## src/rtl/mem_pair_sequencer.sv

```systemverilog
// Command sequencer for the dual-write / read-ahead nibble memory: packs a nibble
// stream into paired writes and turns readback requests into offset memory reads.
module mem_pair_sequencer #(
    parameter int unsigned AW   = 4,
    parameter int unsigned DW   = 4,
    parameter int unsigned BASE = 0
) (
    input  logic          clk,
    input  logic          rst,
    input  logic          in_valid,
    output logic          in_ready,
    input  logic [DW-1:0] in_data,
    input  logic          in_last,
    input  logic          rb_valid,
    output logic          rb_ready,
    input  logic [AW-1:0] rb_addr,
    output logic          rb_rvalid,
    output logic [DW-1:0] rb_rdata,
    output logic [AW-1:0] addr,
    output logic [DW-1:0] wd1,
    output logic [DW-1:0] wd2,
    output logic          we1,
    output logic          we2,
    output logic          re,
    input  logic [DW-1:0] rd,
    output logic [AW:0]   frame_len
);

    localparam int unsigned CW = AW + 1;
    localparam logic [AW-1:0] BASE_P = AW'(BASE);
    localparam logic [CW-1:0] CNT_MAX = '1;

    typedef enum logic {
        EMPTY = 1'b0,
        HALF  = 1'b1
    } state_t;

    state_t        state_q, state_d;
    logic [DW-1:0] held_q, held_d;
    logic [AW-1:0] ptr_q, ptr_d;
    logic [CW-1:0] cnt_q, cnt_d;
    logic [CW-1:0] frame_len_q, frame_len_d;
    logic [AW-1:0] addr_q, addr_d;
    logic [DW-1:0] wd1_q, wd1_d;
    logic [DW-1:0] wd2_q, wd2_d;
    logic          we1_q, we1_d;
    logic          we2_q, we2_d;
    logic          re_q, re_d;
    logic          rb_rvalid_q, rb_rvalid_d;
    logic          in_ready_q, in_ready_d;

    logic          accept_c;
    logic          wr_next_c;
    logic          rb_accept_c;
    logic [CW-1:0] cnt_inc_c;

    // Next-state, command generation and arbitration (writes win over readback).
    always_comb begin
        state_d     = state_q;
        held_d      = held_q;
        ptr_d       = ptr_q;
        cnt_d       = cnt_q;
        frame_len_d = frame_len_q;
        addr_d      = addr_q;
        wd1_d       = wd1_q;
        wd2_d       = wd2_q;
        we1_d       = 1'b0;
        we2_d       = 1'b0;
        re_d        = 1'b0;
        rb_rvalid_d = re_q;
        in_ready_d  = 1'b1;

        accept_c    = in_valid && in_ready_q;
        wr_next_c   = accept_c && ((state_q == HALF) || in_last);
        rb_ready    = !rst && !wr_next_c;
        rb_accept_c = rb_valid && rb_ready;
        cnt_inc_c   = (cnt_q == CNT_MAX) ? cnt_q : CW'(cnt_q + CW'(1));

        if (accept_c) begin
            if (in_last) begin
                frame_len_d = cnt_inc_c;
                cnt_d       = '0;
            end else begin
                cnt_d = cnt_inc_c;
            end

            case (state_q)
                EMPTY: begin
                    if (in_last) begin
                        addr_d = ptr_q;
                        wd1_d  = in_data;
                        we1_d  = 1'b1;
                        ptr_d  = BASE_P;
                    end else begin
                        held_d  = in_data;
                        state_d = HALF;
                    end
                end
                HALF: begin
                    addr_d  = ptr_q;
                    wd1_d   = held_q;
                    wd2_d   = in_data;
                    we1_d   = 1'b1;
                    we2_d   = 1'b1;
                    ptr_d   = in_last ? BASE_P : AW'(ptr_q + AW'(2));
                    state_d = EMPTY;
                end
                default: state_d = EMPTY;
            endcase
        end

        // The memory reads at addr+2, so pre-subtract to hit rb_addr.
        if (rb_accept_c) begin
            addr_d = AW'(rb_addr - AW'(2));
            re_d   = 1'b1;
        end
    end

    always_ff @(posedge clk or posedge rst) begin
        if (rst) begin
            state_q     <= EMPTY;
            held_q      <= '0;
            ptr_q       <= BASE_P;
            cnt_q       <= '0;
            frame_len_q <= '0;
            addr_q      <= '0;
            wd1_q       <= '0;
            wd2_q       <= '0;
            we1_q       <= 1'b0;
            we2_q       <= 1'b0;
            re_q        <= 1'b0;
            rb_rvalid_q <= 1'b0;
            in_ready_q  <= 1'b0;
        end else begin
            state_q     <= state_d;
            held_q      <= held_d;
            ptr_q       <= ptr_d;
            cnt_q       <= cnt_d;
            frame_len_q <= frame_len_d;
            addr_q      <= addr_d;
            wd1_q       <= wd1_d;
            wd2_q       <= wd2_d;
            we1_q       <= we1_d;
            we2_q       <= we2_d;
            re_q        <= re_d;
            rb_rvalid_q <= rb_rvalid_d;
            in_ready_q  <= in_ready_d;
        end
    end

    assign in_ready  = in_ready_q;
    assign rb_rvalid = rb_rvalid_q;
    assign rb_rdata  = rd;
    assign addr      = addr_q;
    assign wd1       = wd1_q;
    assign wd2       = wd2_q;
    assign we1       = we1_q;
    assign we2       = we2_q;
    assign re        = re_q;
    assign frame_len = frame_len_q;

endmodule

```

## config.mk

```make
export PLATFORM = sky130hd
export DESIGN_NAME = mem_pair_sequencer
export DESIGN_NICKNAME = d
export VERILOG_FILES = /design/src/rtl/mem_pair_sequencer.sv
export SDC_FILE = /design/constraint.sdc
export NUM_CORES = 1
export LEC_CHECK = 0
export BUFFER_PORTS_ARGS = -buffer_cell sky130_fd_sc_hd__buf_2
export CAP_MARGIN = 30
export CORE_MARGIN = 3
export CORE_UTILIZATION = 51
export DETAILED_ROUTE_END_ITERATION = 7
export PLACE_DENSITY = 0.78
export SYNTH_ARGS = -nofsm -noshare
export SYNTH_HDL_FRONTEND = slang
export SYNTH_SLANG_ARGS = --single-unit
export TNS_END_PERCENT = 10
```

## constraint.sdc

```tcl
create_clock -name clk -period 1.6 [get_ports clk]
set_clock_uncertainty 0.1 [all_clocks]
set_input_delay 0.32 -clock clk [delete_from_list [all_inputs] [get_ports clk]]
set_output_delay 0.32 -clock clk [all_outputs]
set_load 0.05 [all_outputs]
```

Word-level counts from Yosys, hierarchy flattened
Index checks and enable logic that the tools add are counted.

Output and inout port bits: 27. Logic and storage cells: 53. Bits of input ports: 17. Register bits: 36.

Eq/ne operators: 3. Bitwise gates (word level): 2. Reduce and logical (&&, ||, !) cells: 13. $add $sub $neg: 3. Multiplexer cells: 19.

Operator list (count): two-way mux 4 bit (6); case mux 4 bit (2 select lines) (3); two-way mux 5 bit (2); AND reduction 2 bit (4); two-way mux 1 bit (6); adder 5 x 1 -> 5 bit, second input constant (1); == test 5 bit, second input constant (1); adder 4 x 2 -> 4 bit, second input constant (1); logical AND 1 bit (4); case mux 1 bit (2 select lines) (2); subtractor 4 x 2 -> 4 bit, second input constant (1); inequality test 3 bit, second input constant (1); AND reduction 3 bit (1); logical NOT 1 bit (2); inequality test 2 bit, second input constant (1); NOT 1 bit (2); nonzero test 2 bit (1); logical OR 1 bit (1).

Depth between registers and ports, before layout
Depth in word-level cells: 7. Gate-level depth with buffers: 6.

Worst setup path after synthesis
Ideal clock, no wire load.

Path type: flip-flop to output port. From: register in_ready_q (netlist: in_ready). To: output rb_ready. Buffers on the path: 1. Cell stages (with the launch flop): 5. Arrival time: 1705 ps. Slack: -525 ps. Cells stage by stage: dfrtp_1 > o211ai_2 > inv_2 > buf_6 > nor2_1.

Word-level cells in the longest chain between the ends: 4.

RTL lines: start: declaration (RTL line 50) `logic in_ready_q, in_ready_d;`; start signal: assignment (RTL line 147) `in_ready_q <= in_ready_d;`; logical AND 1 bit (RTL line 73) `accept_c = in_valid && in_ready_q;`; logical AND 1 bit (RTL line 74) `wr_next_c = accept_c && ((state_q == HALF) || in_last);`; logical NOT 1 bit (RTL line 75) `rb_ready = !rst && !wr_next_c;`; logical AND 1 bit (RTL line 75); end: declaration (RTL line 15) `output logic rb_ready,`.

Every way passes these cells.

Worst setup path in the final report
From: register state_q. To: output rb_ready.

Word-level cells in the longest chain between the ends: 4.

RTL lines: start: declaration (RTL line 38) `state_t state_q, state_d;`; start signal: assignment (RTL line 135) `state_q <= state_d;`; logical OR 1 bit (RTL line 74); logical AND 1 bit (RTL line 74); logical NOT 1 bit (RTL line 75); logical AND 1 bit (RTL line 75).

Every way passes these cells.

==> impl_metrics.json <==
{
  "dp_hpwl_um": 2420,
  "rsz_0062_raised_after_global_routing": "yes",
  "placeableCoreArea_sq_um": 2900,
  "ioPinCount": 44,
  "clock.fmax_mhz": 599,
  "violated_checks": "setup timing",
  "hold_class": "primary input to register",
  "worst_path_buf_inv": 2,
  "timing.critical_path.slowest_stage_cell": "sky130_fd_sc_hd__dfrtp_1",
  "n_antenna_cell": 0,
  "synth_top_flop_cell": "sky130_fd_sc_hd__dfrtp_1",
  "hold_viol": 0,
  "dr.first_iter.drc_count": 37,
  "whs_path_depth": 3,
  "cts_num_sinks": 35,
  "drc": 0,
  "root_buffer": "sky130_fd_sc_hd__clkbuf_4",
  "yosys.area_share.simple": 0.124,
  "layout-drive-gt1-share": 0.378,
  "power.ir.vdd_worst_mv": 1.01,
  "routed_wire_length_per_instance_um": 14.7,
  "timing.rr.end": "frame_len[0]",
  "cts_buffer_depth": 2,
  "launching_element_type_of_the_critical_path": "register",
  "numPlacedInstances": 217,
  "cellPowerDensity_nw_per_um2": 1350,
  "run_status": "complete, but fails checks",
  "synth_compound_gate_area_share": 0.123,
  "setup_viol": 1,
  "leakage_nw": 0.999,
  "die_width_um": 62.6,
  "worst_setup_hold_path_clk_slew_ns": 0.11,
  "worst_hold_startpoint": "rb_addr[0]",
  "first_global_vias": 1186,
  "grt_remaining_overflow": 0,
  "fin_nets": 204,
  "synth.area.mux_share": 0.120,
  "setup.worst_path.end_class": "output pin",
  "critPathKind": "register to output pin",
  "route.antenna.remaining_nets": 0,
  "period_minus_slack_ns": 1.67,
  "number_of_antenna_violations_at_the_first_check_in_global_routing": 0,
  "synth_area_per_cell_sq_um": 11.5,
  "synth_top_cell_area_share": 0.536,
  "place.gp.congestion": 0.807,
  "start_util": 0.564,
  "synthTopCellsByArea": "sky130_fd_sc_hd__dfrtp_1 54%, sky130_fd_sc_hd__mux2i_1 4.9%, sky130_fd_sc_hd__o21ai_1 4.3%",
  "final_core_utilization": 0.672,
  "cp.arrival_ns": 1.25,
  "wirelength_um": 3340,
  "post_synth_xor_area_fraction": 0.0161,
  "r2r_setup_slack_ns": 0.12,
  "hold_end": "addr[0]",
  "vertical_die_dimension_um": 62.6,
  "drt_first_pass_iters": 4,
  "layout_worst_path_cycle_share": 1.04,
  "port-buffer-count": 35,
  "post-synth-top-area-cell": "sky130_fd_sc_hd__dfrtp_1",
  "layout_setup_ws_ns": -0.0701,
  "placementRows": 19,
  "global_route_wire_length_before_repair_um": 5600,
  "yosys_warnings": 0,
  "tritoncts_clock_tree": "built",
  "yosysSeqAreaShare": 0.536,
  "timing.critical_path.required_ns": 1.18,
  "worstPathCellList": "o211ai_4 > inv_2 > nor2_4 > buf_8",
  "gr-usage-all-layers": 0.188,
  "total_die_area_sq_um": 3920,
  "timing.critical_path.max_delay_family": "flip-flops",
  "crit_path_max_incr_delay_ns": 0.42,
  "synth_cell_types": 38,
  "syn_to_final_growth_pct": 19.2,
  "maximum_number_of_pins_on_one_net_before_global_route_repair": 36,
  "rr_startpoint": "cnt_q[1]",
  "mapped_cell_area_sq_um": 1640,
  "worst_r2r_path_depth": 5,
  "layout.filler_cells": 242,
  "ys_seq_elements": 35,
  "synthesized_instance_count": 142,
  "inserted_clock_buffers": 5,
  "drv.max_cap_violation_count": 0,
  "clk-insertion-delay-late_ns": 0.34,
  "crit_fanout": 2,
  "via_count": 1198,
  "viasPerCell": 5.28,
  "dominant_combinational_cell_family_by_area_after_synthesis": "simple AND/OR/NAND/NOR gates",
  "syn_nets": 162,
  "post_synth_fa_ha_maj_area_fraction": 0.0230,
  "synth_edf_count": 0,
  "timing.final.max_slew_violations": 0,
  "final_cell_count_no_fill": 227,
  "share_of_synthesized_registers_carrying_an_async_set_or_reset": 1.00,
  "htree_num_levels": 2
}
==> flip-flops by register name, summed over array words and instances (netlist names), 3 cells and up <==
name / flops
wd2: 4
addr: 4
wd1: 4
frame_len: 5
held_q: 4
cnt_q: 5
ptr_q: 3
==> layer usage <==
layer | GRT usage | up-vias | wire, um
li1 | - | 573 | -
met1 | 0.213 | 573 | 1350
met2 | 0.300 | 41 | 1660
met3 | 0.0719 | 11 | 224
met4 | 0.110 | 0 | 106
met5 | 0 | - | 0
==> worst max-delay path by stage <==
stage	start	end	cells after the start
global route	state_q	rb_ready	4
floorplan	state_q	rb_ready	4
global placement	in_last	held_q[2]	4
finish	state_q	rb_ready	4
detailed placement	cnt_q[0]	frame_len[0]	5
CTS	state_q	rb_ready	4
==> layout by cell type, fill, tap and decap left out, types with 2 or more instances in the layout <==
cell and instances:
sky130_fd_sc_hd__mux2i_1 8, sky130_fd_sc_hd__mux2_4 4, sky130_fd_sc_hd__ha_1 2, sky130_fd_sc_hd__dfrtp_1 33, sky130_fd_sc_hd__nor3b_1 2, sky130_fd_sc_hd__clkbuf_4 5
sky130_fd_sc_hd__a21oi_1 4, sky130_fd_sc_hd__nor2b_1 4, sky130_fd_sc_hd__clkinvlp_4 2, sky130_fd_sc_hd__inv_1 4, sky130_fd_sc_hd__mux2_1 4, sky130_fd_sc_hd__nand2_1 18
sky130_fd_sc_hd__dfrtp_2 2, sky130_fd_sc_hd__buf_4 8, sky130_fd_sc_hd__o21ai_1 14, sky130_fd_sc_hd__nor2_1 3, sky130_fd_sc_hd__o21ai_2 2, sky130_fd_sc_hd__buf_2 34
sky130_fd_sc_hd__a31oi_1 5, sky130_fd_sc_hd__xnor2_1 2
==> logic make-up after synthesis <==
kind of cell / Yosys count
AND/OR/NAND/NOR: 37
adder cells (fa/ha/maj): 3
XOR/XNOR: 3
multiplexers: 17
buffers and inverters: 14
other: 1
AO/OA/AOI/OAI: 32
flip-flops: 35
==> through the flow <==
step | setup TNS, ns | hold slack [ns] | setup slack [ns] | area (sq um) | power, mW
2_1_floorplan | -0.00183 | 0.355 | -0.00183 | 1650 | 1.95
3_3_place_gp | 0 | 0.255 | 0.155 | 1860 | 2.12
3_5_place_dp | 0 | 0.267 | 0.0451 | 1860 | 2.16
4_1_cts | -0.0961 | 0.0852 | -0.0961 | 1950 | 2.63
5_1_grt | -0.141 | 0.0822 | -0.141 | 1950 | 2.77
6_report | -0.0701 | 0.105 | -0.0701 | 1950 | 2.62
==> cell usage after synthesis (2+ instances only) <==
| library cell | instances |
|---|---|
| sky130_fd_sc_hd__o21ai_1 | 14 |
| sky130_fd_sc_hd__buf_6 | 2 |
| sky130_fd_sc_hd__nor2_1 | 4 |
| sky130_fd_sc_hd__mux2_1 | 4 |
| sky130_fd_sc_hd__a21oi_1 | 4 |
| sky130_fd_sc_hd__ha_1 | 3 |
| sky130_fd_sc_hd__nand2_1 | 18 |
| sky130_fd_sc_hd__a31oi_1 | 5 |
| sky130_fd_sc_hd__dfrtp_1 | 35 |
| sky130_fd_sc_hd__buf_4 | 6 |
| sky130_fd_sc_hd__inv_1 | 4 |
| sky130_fd_sc_hd__nor2b_1 | 4 |
| sky130_fd_sc_hd__mux2_4 | 4 |
| sky130_fd_sc_hd__xnor2_1 | 2 |
| sky130_fd_sc_hd__o21ai_2 | 2 |
| sky130_fd_sc_hd__nor3b_1 | 2 |
| sky130_fd_sc_hd__mux2i_1 | 8 |
==> cell type report <==
class	count	area, sq um	area share
flip-flops and latches	35	878	0.451
inverters	5	18.8	0.00963
clock inverters	3	20.0	0.0103
well taps	42	52.6	0.0270
clock buffers	5	37.5	0.0193
repair buffers	44	255	0.131
multi-input cells	93	687	0.352
==> tightest hold or removal path: cells and delay by family <==
kind	cells	cell delay [ns]
simple gates	1	0.06
compound gates	1	0.04
buf+inv	1	0.10
==> what timing repair did <==
action	in CTS	in global routing
resized for setup	3	2
endpoints found under the setup margin	1	6
hold buffers	1	0
buffers inserted	1	0
endpoints found under the hold margin	12	0
pin swaps	1	0
==> power by group <==
| group | total (mW) | switching (mW) | internal, mW |
|---|---|---|---|
| clock | 0.471 | 0.304 | 0.168 |
| combinational | 0.953 | 0.651 | 0.303 |
| sequential | 1.20 | 0.131 | 1.07 |
Power figures use the tool's default switching activity.
